<file path="src/rtl/program_memory_if.sv">
// Byte-wide load stream plus CPU memory port shared between the program
// loader/CPU side (master) and the program memory (slave).
interface program_memory_if #(
  parameter int AW = 4,
  parameter int DW = 8
);
  logic          load_valid;
  logic [DW-1:0] load_data;
  logic          load_last;
  logic          load_ready;
  logic          read;
  logic          write;
  logic [AW-1:0] address;
  logic [DW-1:0] memoryIn;
  logic [DW-1:0] memoryOut;

  modport master (
    output load_valid, load_data, load_last,
    output read, write, address, memoryIn,
    input  load_ready, memoryOut
  );

  modport slave (
    input  load_valid, load_data, load_last,
    input  read, write, address, memoryIn,
    output load_ready, memoryOut
  );
endinterface

</file>
<file path="src/rtl/program_memory.sv">
// 16x8 program/data memory: streams a program in during LOAD, then holds the
// CPU in reset until loading completes and serves its read/write port in RUN.
module program_memory #(
  parameter int DEPTH = 16,
  parameter int AW    = 4,
  parameter int DW    = 8
) (
  input  logic          clk,
  input  logic          clr,
  input  logic          reload,
  output logic          cpu_run,
  output logic [AW:0]   load_count,
  program_memory_if.slave bus
);

  typedef enum logic {
    LOAD = 1'b0,
    RUN  = 1'b1
  } state_e;

  localparam logic [AW-1:0] LAST_PTR = AW'(DEPTH - 1);

  state_e        state_q, state_d;
  logic [AW-1:0] load_ptr_q, load_ptr_d;
  logic [AW:0]   load_count_q, load_count_d;
  logic [DW-1:0] mem_q [DEPTH];

  logic          load_accept;
  logic          mem_we;
  logic [AW-1:0] mem_waddr;
  logic [DW-1:0] mem_wdata;

  assign load_accept = (state_q == LOAD) && bus.load_valid;
  assign load_count  = load_count_q;

  always_ff @(posedge clk or negedge clr) begin
    if (!clr) begin
      state_q      <= LOAD;
      load_ptr_q   <= '0;
      load_count_q <= '0;
    end else begin
      state_q      <= state_d;
      load_ptr_q   <= load_ptr_d;
      load_count_q <= load_count_d;
    end
  end

  always_comb begin
    state_d      = state_q;
    load_ptr_d   = load_ptr_q;
    load_count_d = load_count_q;
    case (state_q)
      LOAD: begin
        if (load_accept) begin
          load_count_d = load_count_q + 1'b1;
          // The pointer saturates at the last word; LOAD always exits there.
          if (load_ptr_q != LAST_PTR) begin
            load_ptr_d = load_ptr_q + 1'b1;
          end
          if ((load_ptr_q == LAST_PTR) || bus.load_last) begin
            state_d = RUN;
          end
        end
      end
      RUN: begin
        if (reload) begin
          state_d      = LOAD;
          load_ptr_d   = '0;
          load_count_d = '0;
        end
      end
      default: begin
        state_d = LOAD;
      end
    endcase
  end

  always_comb begin
    bus.load_ready = (state_q == LOAD);
    cpu_run        = (state_q == RUN);
    bus.memoryOut  = '0;
    mem_we         = 1'b0;
    mem_waddr      = load_ptr_q;
    mem_wdata      = bus.load_data;
    if (state_q == LOAD) begin
      mem_we = load_accept;
    end else begin
      mem_we    = bus.write;
      mem_waddr = bus.address;
      mem_wdata = bus.memoryIn;
      if (bus.read) begin
        bus.memoryOut = mem_q[bus.address];
      end
    end
  end

  // The array has no reset so a mid-run reset preserves the loaded program.
  always_ff @(posedge clk) begin
    if (mem_we) begin
      mem_q[mem_waddr] <= mem_wdata;
    end
  end

endmodule
</file>
<file path="src/flat_wrapper.sv">
// flat-port wrapper written by rule: the top's interface ports become plain ports
module program_memory_flat 
#(
  parameter int DEPTH = 16,
  parameter int AW    = 4,
  parameter int DW    = 8
)
  (clk, clr, reload, cpu_run, load_count, bus_load_valid, bus_load_data, bus_load_last, bus_read, bus_write, bus_address, bus_memoryIn, bus_load_ready, bus_memoryOut);
  program_memory_if #(.AW(AW), .DW(DW)) bus_i ();
  input  logic clk;
  input  logic clr;
  input  logic reload;
  output logic cpu_run;
  output logic [AW:0] load_count;
  input wire logic [$bits(bus_i.load_valid)-1:0] bus_load_valid;
  input wire logic [$bits(bus_i.load_data)-1:0] bus_load_data;
  input wire logic [$bits(bus_i.load_last)-1:0] bus_load_last;
  input wire logic [$bits(bus_i.read)-1:0] bus_read;
  input wire logic [$bits(bus_i.write)-1:0] bus_write;
  input wire logic [$bits(bus_i.address)-1:0] bus_address;
  input wire logic [$bits(bus_i.memoryIn)-1:0] bus_memoryIn;
  output wire logic [$bits(bus_i.load_ready)-1:0] bus_load_ready;
  output wire logic [$bits(bus_i.memoryOut)-1:0] bus_memoryOut;
  assign bus_i.load_valid = bus_load_valid;
  assign bus_i.load_data = bus_load_data;
  assign bus_i.load_last = bus_load_last;
  assign bus_i.read = bus_read;
  assign bus_i.write = bus_write;
  assign bus_i.address = bus_address;
  assign bus_i.memoryIn = bus_memoryIn;
  assign bus_load_ready = bus_i.load_ready;
  assign bus_memoryOut = bus_i.memoryOut;
  program_memory #(.DEPTH(DEPTH), .AW(AW), .DW(DW)) u_core (.clk(clk), .clr(clr), .reload(reload), .cpu_run(cpu_run), .load_count(load_count), .bus(bus_i));
endmodule
</file>
<file path="config.mk">
export PLATFORM = sky130hd
export DESIGN_NAME = program_memory_flat
export DESIGN_NICKNAME = d
export VERILOG_FILES = /design/src/rtl/program_memory_if.sv /design/src/rtl/program_memory.sv /design/src/flat_wrapper.sv
export SDC_FILE = /design/constraint.sdc
export NUM_CORES = 1
export LEC_CHECK = 0
export ABC_AREA = 1
export CORE_ASPECT_RATIO = 0.7
export CORE_UTILIZATION = 25
export DETAILED_ROUTE_END_ITERATION = 8
export MAX_ROUTING_LAYER = met4
export PLACE_DENSITY_LB_ADDON = 0.12
export SLEW_MARGIN = 20
export SYNTH_ARGS = -nofsm -noshare
export SYNTH_HDL_FRONTEND = slang
export SYNTH_SLANG_ARGS = --single-unit
</file>
<file path="constraint.sdc">
create_clock -name clk -period 2 [get_ports clk]
set_input_delay 0.6 -clock clk [delete_from_list [all_inputs] [get_ports clk]]
set_output_delay 0.6 -clock clk [all_outputs]
set_load 0.05 [all_outputs]
</file>
==> key figures, run 1 <==
Timing
  – RSZ-0062 raised after global routing: true
  – Worst rel slew slack: 66.6%
  – Final hold vios: 0
  – Min Tclk post-route: 2.47 ns
  – Fmax: 405 MHz
  – Final setup viols: 8
  – Final Skew: 0.00758 ns
  – Worst slew pin tran: 0.495 ns
  – Slew Viols, Final: 0
  – Period utilization: 123%
  – Final worst setup slack: -0.466 ns

Placement
  – Cell Area, Placed: 7620 um2
  – Post-DP HPWL: 12,600 um
  – Routability congestion estimate from global placement: 0.844
  – Placement Setup Slack: -0.842 ns
  – Input/output buffers: 41

Floorplan
  – Starting Density: 25.8%
  – Die area: 25,300 um2
  – I/O Pins: 42
  – Core area: 23,900 um2
  – # rows: 47
  – Die width: 190 um
  – Die H: 133 um

Clock network
  – Clock latency on the worst-skew pair: 0.43 ns
  – Clock buffer count from CTS: 17
  – # hold bufs at CTS: 0
  – CTS tree: built
  – CTS max path bufs: 2
  – H-tree levels: 4
  – Worst-path clk slew: 0.06 ns
  – Root Buffer: clkbuf_16
  – Total clock sinks: 138

Finish
  – Layout cells sized above 1: 25.3%
  – Total Nets Final: 756
  – Diode count: 0
  – Area growth, synth to finish: 40.8%
  – Design Area, Final: 8700 um2
  – Final core occ: 36.3%

Worst setup path
  – Worst setup EP type: output port
  – Crit Path Max Fanout: 20
  – Critical Path AT: 1.87 ns
  – Crit Reg-Reg Startpoint: u_core.cpu_run$_DFF_PN0_
  – Worst Setup EP: bus_memoryOut[7]
  – CP Launch Point: bus_address[0]
  – WS Path Type: input pin to output port
  – Crit start category: input pin
  – FF-to-FF setup slack: 0.07 ns
  – R2R depth: 5
  – FF-to-FF End: u_core.mem_q[2][7]$_DFFE_PP_
  – Worst Path Required: 1.40 ns

Route
  – Drt first pass iters: 6
  – DRT iter0 DRCs: 340
  – Average wire per standard cell: 18.1 um
  – Vias per cell: 4.40
  – Post-Route WL: 19,200 um
  – Vias post-DR: 4,656
  – DRC errors left: 0
  – Antenna-violating nets left: 0

Global route
  – Vias in the first global route: 4,595
  – First-pass GRT wire length: 28,800 um
  – GRT Util Overall: 16.3%
  – Antenna violations before repair: 0
  – Largest net degree at the start of global routing: 21
  – Gr ovfl total: 0

Yosys
  – Mapped Cells: 626
  – Register area share after synthesis: 66.3%
  – Cell Area, Synth: 6170 um2
  – Yosys warns: 0
  – Synth Register Bits: 138
  – Netlist cell types: 19
  – Synthesized area per cell: 9.86 um2
  – Syn nets: 655

Run status
  – Status: finished, violations left
  – Failing checks: setup timing

Pwr
  – Pwr Density: 967 nW/um2
  – Worst IR drop on VDD: 0.630 mV
  – Tot Pwr: 8.41 mW
  – Leak: 3.64 nW

Worst hold path
  – Worst min-delay path class: input pin to async pin

Job
  – Max_cap viols: 0
[cells in the final DEF, fill, tap and decap left out, types with 4 or more instances in the layout]
cell / count
a21oi_4: 8
o21ai_0: 11
nor2_2: 6
inv_1: 80
nand3_4: 4
nand3_2: 34
buf_12: 20
edfxtp_1: 128
buf_6: 11
clkdlybuf4s50_1: 23
nor2_1: 14
clkbuf_16: 20
nand2_1: 229
clkinv_4: 4
nand3_1: 50
nand2_2: 9
dfrtp_1: 9
buf_4: 44
[layout make-up]
cell class                 count  area [um2]
tap                          318         398
multi-input combinational    376        1940
sequential                   138        4100
clock buffer                  17         425
inverter                      84         342
clock inverter                15         168
fill                        2379       15200
timing repair inverter         1        16.3
timing repair buffer         109        1310
[cells by family after synthesis]
family | Yosys count | synth area share [%]
AOI/OAI and AO/OA | 25 | 2.09
adders and majority gates | 2 | 0.405
buffers and inverters | 112 | 8.00
DFF | 138 | 66.3
muxes | 1 | 0.182
and+or+nand+nor | 348 | 23.0
[how the worst min path moves through the flow]
stage                                     start                                to  cells after the start
6_report                                    clr  u_core.load_count[3]$_DFFE_PN0P_                      1
5_1_grt                                     clr  u_core.load_count[2]$_DFFE_PN0P_                      1
4_1_cts                                     clr  u_core.load_count[2]$_DFFE_PN0P_                      1
3_5_place_dp   u_core.load_count[0]$_DFFE_PN0P_  u_core.load_count[0]$_DFFE_PN0P_                      1
3_3_place_gp   u_core.load_count[1]$_DFFE_PN0P_  u_core.load_count[1]$_DFFE_PN0P_                      2
2_1_floorplan                               clr          u_core.cpu_run$_DFF_PN0_                      0
[metal layers]
layer	up-vias	track usage (%)	wire length (um)
met1	2252	23.8	9640
met5	-	-	0
met4	0	3.54	131
li1	2247	-	-
met3	11	4.08	1130
met2	146	22.4	8290
[repair_timing]
| action | 4_1_cts | 5_1_grt |
|---|---|---|
| pin swaps | 7 | 5 |
| endpoints found under the setup margin | 137 | 103 |
| buffers inserted | 8 | 0 |
| resized for setup | 38 | 33 |
| gates cloned | 3 | 3 |
[worst max-delay path, stage by stage]
cell	delay [ns]
buf_4	0.13
buf_12	0.15
inv_16	0.12
nand2_1	0.07
nand2_1	0.14
nand2_1	0.08
nand3_1	0.11
nand3_2	0.10
a21oi_4	0.17
buf_12	0.15
[cells in the mapped netlist]
cell,n,share of area (%)
nand2_1,237,14
edfxtp_1,128,62
nand3_1,88,7.1
inv_1,80,4.9
nor2_1,21,1.3
buf_2,14,1.1
o21ai_0,13,1.1
a21oi_1,11,0.89
dfrtp_1,10,4.1
buf_4,7,0.85
buf_6,4,0.73
inv_2,4,0.24
clkbuf_1,2,0.12
ha_1,2,0.41
a21oi_2,1,0.14
buf_1,1,0.061
mux2_2,1,0.18
nand2_2,1,0.10
nand4_1,1,0.10
[flip-flops by register name, indices dropped and copies added (netlist names)]
register	cells
u_core.cpu_run	1
u_core.load_count	5
u_core.load_ptr_q	4
u_core.mem_q	128
[metrics by stage]
| step | instances | setup TNS (ns) | hold slack [ns] |
|---|---|---|---|
| 2_1_floorplan | 626 | -11.55 | 0.304 |
| 3_3_place_gp | 1012 | -82.30 | 0.538 |
| 3_5_place_dp | 1012 | -81.99 | 0.549 |
| 4_1_cts | 1055 | -3.74 | 0.493 |
| 5_1_grt | 1058 | -5.77 | 0.514 |
| 6_report | 1058 | -3.63 | 0.486 |
[power by group]
part           switching, mW  leakage (nW)  internal, mW
clock network           1.31         0.284          1.86
registers              0.105          1.29          3.48
logic                   1.07          2.07         0.576
(Power assumes the default switching activity.)
==> run 2: changes to the inputs <==
CORE_UTILIZATION = 59   (was 25)
SETUP_SLACK_MARGIN = 0.15   (was unset)
==> run 2 against run 1 <==
  * The flow still finishes with violations (setup timing)
  * Cell area increased by 5.0%
  * Global-route usage increased by 23 points
  * Hold slack improved by 0.00079 ns
  * Register-to-register slack got worse by 0.02 ns
  * First-iteration DRC count increased to 3.3 times the previous value
  * Largest cell class unchanged
  * Highest routed layer unchanged
==> key figures, run 2 (synthesis results as in run 1) <==
Pwr
  – Switch share: 33.2%
  – Pwr Density: 974 nW/um2
  – Clock power share: 34.9%
  – Internal power: 5.94 mW
  – Sequential power share: 40.9%
  – Net Sw Power: 2.96 mW
  – Worst IR drop on VDD: 0.775 mV
  – Leak: 3.84 nW
  – Comb pwr share: 24.2%

Timing
  – Final worst setup slack: -0.466 ns
  – RSZ-0062 raised after global routing: true
  – Worst slew pin tran: 0.615 ns
  – Fmax: 405 MHz
  – Final hold vios: 0
  – Final Skew: 0.0137 ns
  – Setup TNS: -3.19 ns
  – Period utilization: 123%
  – Slew Viols, Final: 0
  – Min Tclk post-route: 2.47 ns
  – Final setup viols: 8
  – Worst rel slew slack: 58.9%

Clock network
  – CTS max path bufs: 2
  – Clock buffer count from CTS: 17
  – Clock latency on the worst-skew pair: 0.44 ns
  – CTS tree: built
  – H-tree levels: 4
  – Root Buffer: clkbuf_16
  – Worst-path clk slew: 0.06 ns
  – # hold bufs at CTS: 0
  – Total clock sinks: 138

Worst setup path
  – FF-to-FF setup slack: 0.05 ns
  – Crit Path Max Fanout: 26
  – Critical Path AT: 1.87 ns
  – Worst Path Required: 1.40 ns
  – Crit start category: input pin
  – WS Path Type: input pin to output port
  – CP cell instances: buf_16 -> inv_12 -> nand2_1 -> nand2_1 -> nand2_1 -> nand3_2 -> nand3_2 -> a21oi_4 -> buf_12
  – Crit path max-delay cell type: nand2_1
  – Slowest stage delay, CP: 0.21 ns
  – Worst setup EP type: output port
  – Most frequent CP cell: nand2_1

Floorplan
  – Die H: 87.6 um
  – Starting Density: 62.3%
  – I/O Pins: 42
  – # rows: 30
  – Die area: 10,900 um2
  – Die width: 124 um
  – Core area: 9910 um2

Finish
  – Diode count: 0
  – Reg with most FFs: u_core.mem_q
  – Fillers: 311
  – Layout cells sized above 1: 36.8%
  – Total Nets Final: 763
  – Multi-input logic area: 2440 um2
  – Area growth, synth to finish: 47.9%
  – Commonest non-fill, non-tap cell in the layout: nand2_1
  – Largest register FFs: 128
  – Most frequent cells in the layout: nand2_1, edfxtp_1, inv_1, nand3_2, buf_4
  – Post-Layout Cell Count: 875
  – Register area: 4100 um2

Global route
  – Largest net degree at the start of global routing: 27
  – GRT Util Overall: 39.7%
  – Antenna violations before repair: 0
  – Gr ovfl total: 0
  – First-pass GRT wire length: 29,800 um
  – Vias in the first global route: 5,260

Route
  – Vias per cell: 6.64
  – Vias post-DR: 5,813
  – DRC errors left: 0
  – Average wire per standard cell: 28.4 um
  – Post-Route WL: 24,800 um
  – Drt first pass iters: 7
  – Antenna-violating nets left: 0
  – DRT iter0 DRCs: 1,107

Placement
  – Routability congestion estimate from global placement: 0.929
  – Post-placement cell count: 814
  – Input/output buffers: 41
  – Post-DP HPWL: 10,200 um

Worst hold path
  – Worst min-delay path class: input pin to async pin

Run status
  – Status: finished, violations left
  – Failing checks: setup timing

Job
  – Max_cap viols: 0
-- run 2: changes by cell type in the layout (fill, tap and decap cells not counted), sizes merged --
cell | before | now
buf | 80 | 90
clkinv | 6 | 4
clkinvlp | 3 | 5
inv | 89 | 91
bufbuf | 1 | 0
bufinv | 2 | 1
clkbuf | 20 | 19
clkdlybuf4s15 | 1 | 0
clkdlybuf4s50 | 23 | 22
-- run 2: worst paths after layout --
kind,from,to,cells past startpoint
min reg2reg,u_core.load_count[4]$_DFFE_PN0P_,u_core.load_count[4]$_DFFE_PN0P_,3
min,clr,u_core.load_count[3]$_DFFE_PN0P_,1
max reg2reg,u_core.cpu_run$_DFF_PN0_,u_core.mem_q[9][0]$_DFFE_PP_,7
max in group asynchronous,clr,u_core.cpu_run$_DFF_PN0_,1
min in group clk,u_core.load_count[4]$_DFFE_PN0P_,u_core.load_count[4]$_DFFE_PN0P_,3
max,bus_address[0],bus_memoryOut[2],9
-- run 2: critical path, delay by kind of cell --
| kind | cells | cell delay [ns] |
|---|---|---|
| simple gates | 5 | 0.66 |
| compound gates | 1 | 0.16 |
| buf+inv | 3 | 0.44 |
-- run 2: per-layer routing --
layer	share of wire, %	wire length (um)	vias to the layer above	GRT usage [%]
met3	15	3750	217	12.2
li1	-	-	2266	-
met2	44	11000	669	62.3
met4	8.7	2170	0	18.7
met5	0	0	-	-
met1	32	7910	2661	47.6
-- run 2: stage by stage --
step | area (um2) | power (mW) | hold slack (ns) | setup WS (ns) | util, %
floorplan | 6580 | 4.59 | 0.304 | -0.114 | -
global placement | 7430 | 5.17 | 0.533 | -0.661 | 75.0
detailed placement | 7430 | 5.23 | 0.545 | -0.717 | 75.0
CTS | 8660 | 8.38 | 0.510 | -0.257 | 87.4
global route | 9130 | 9.04 | 0.521 | -0.481 | 92.2
finish | 9130 | 8.90 | 0.487 | -0.466 | 92.2
-- run 2: layout make-up --
cell class / instances / area share [%]
Sequential cell: 138 / 44.8
Multi-Input combinational cell: 376 / 26.8
Timing Repair Buffer: 115 / 16.3
Clock buffer: 17 / 4.66
Inverter: 84 / 3.85
Tap cell: 128 / 1.75
Clock inverter: 15 / 1.55
Timing Repair inverter: 2 / 0.301
-- run 2: power by group through the flow --
| stage | Combinational [mW] | Sequential (mW) | Clock [mW] |
|---|---|---|---|
| finish | 2.15 | 3.64 | 3.11 |
| global route | 2.21 | 3.64 | 3.18 |
| CTS | 1.80 | 3.59 | 3.00 |
| detailed placement | 1.58 | 3.65 | 0 |
| global placement | 1.53 | 3.64 | 0 |
| floorplan | 0.853 | 3.73 | 0 |
-- run 2: repair_timing --
action / CTS / global route
gates resized for setup: 90 / 94
pin swaps: 36 / 58
setup buffers: 10 / 9
gates cloned: 9 / 1
setup endpoints to repair: 137 / 131
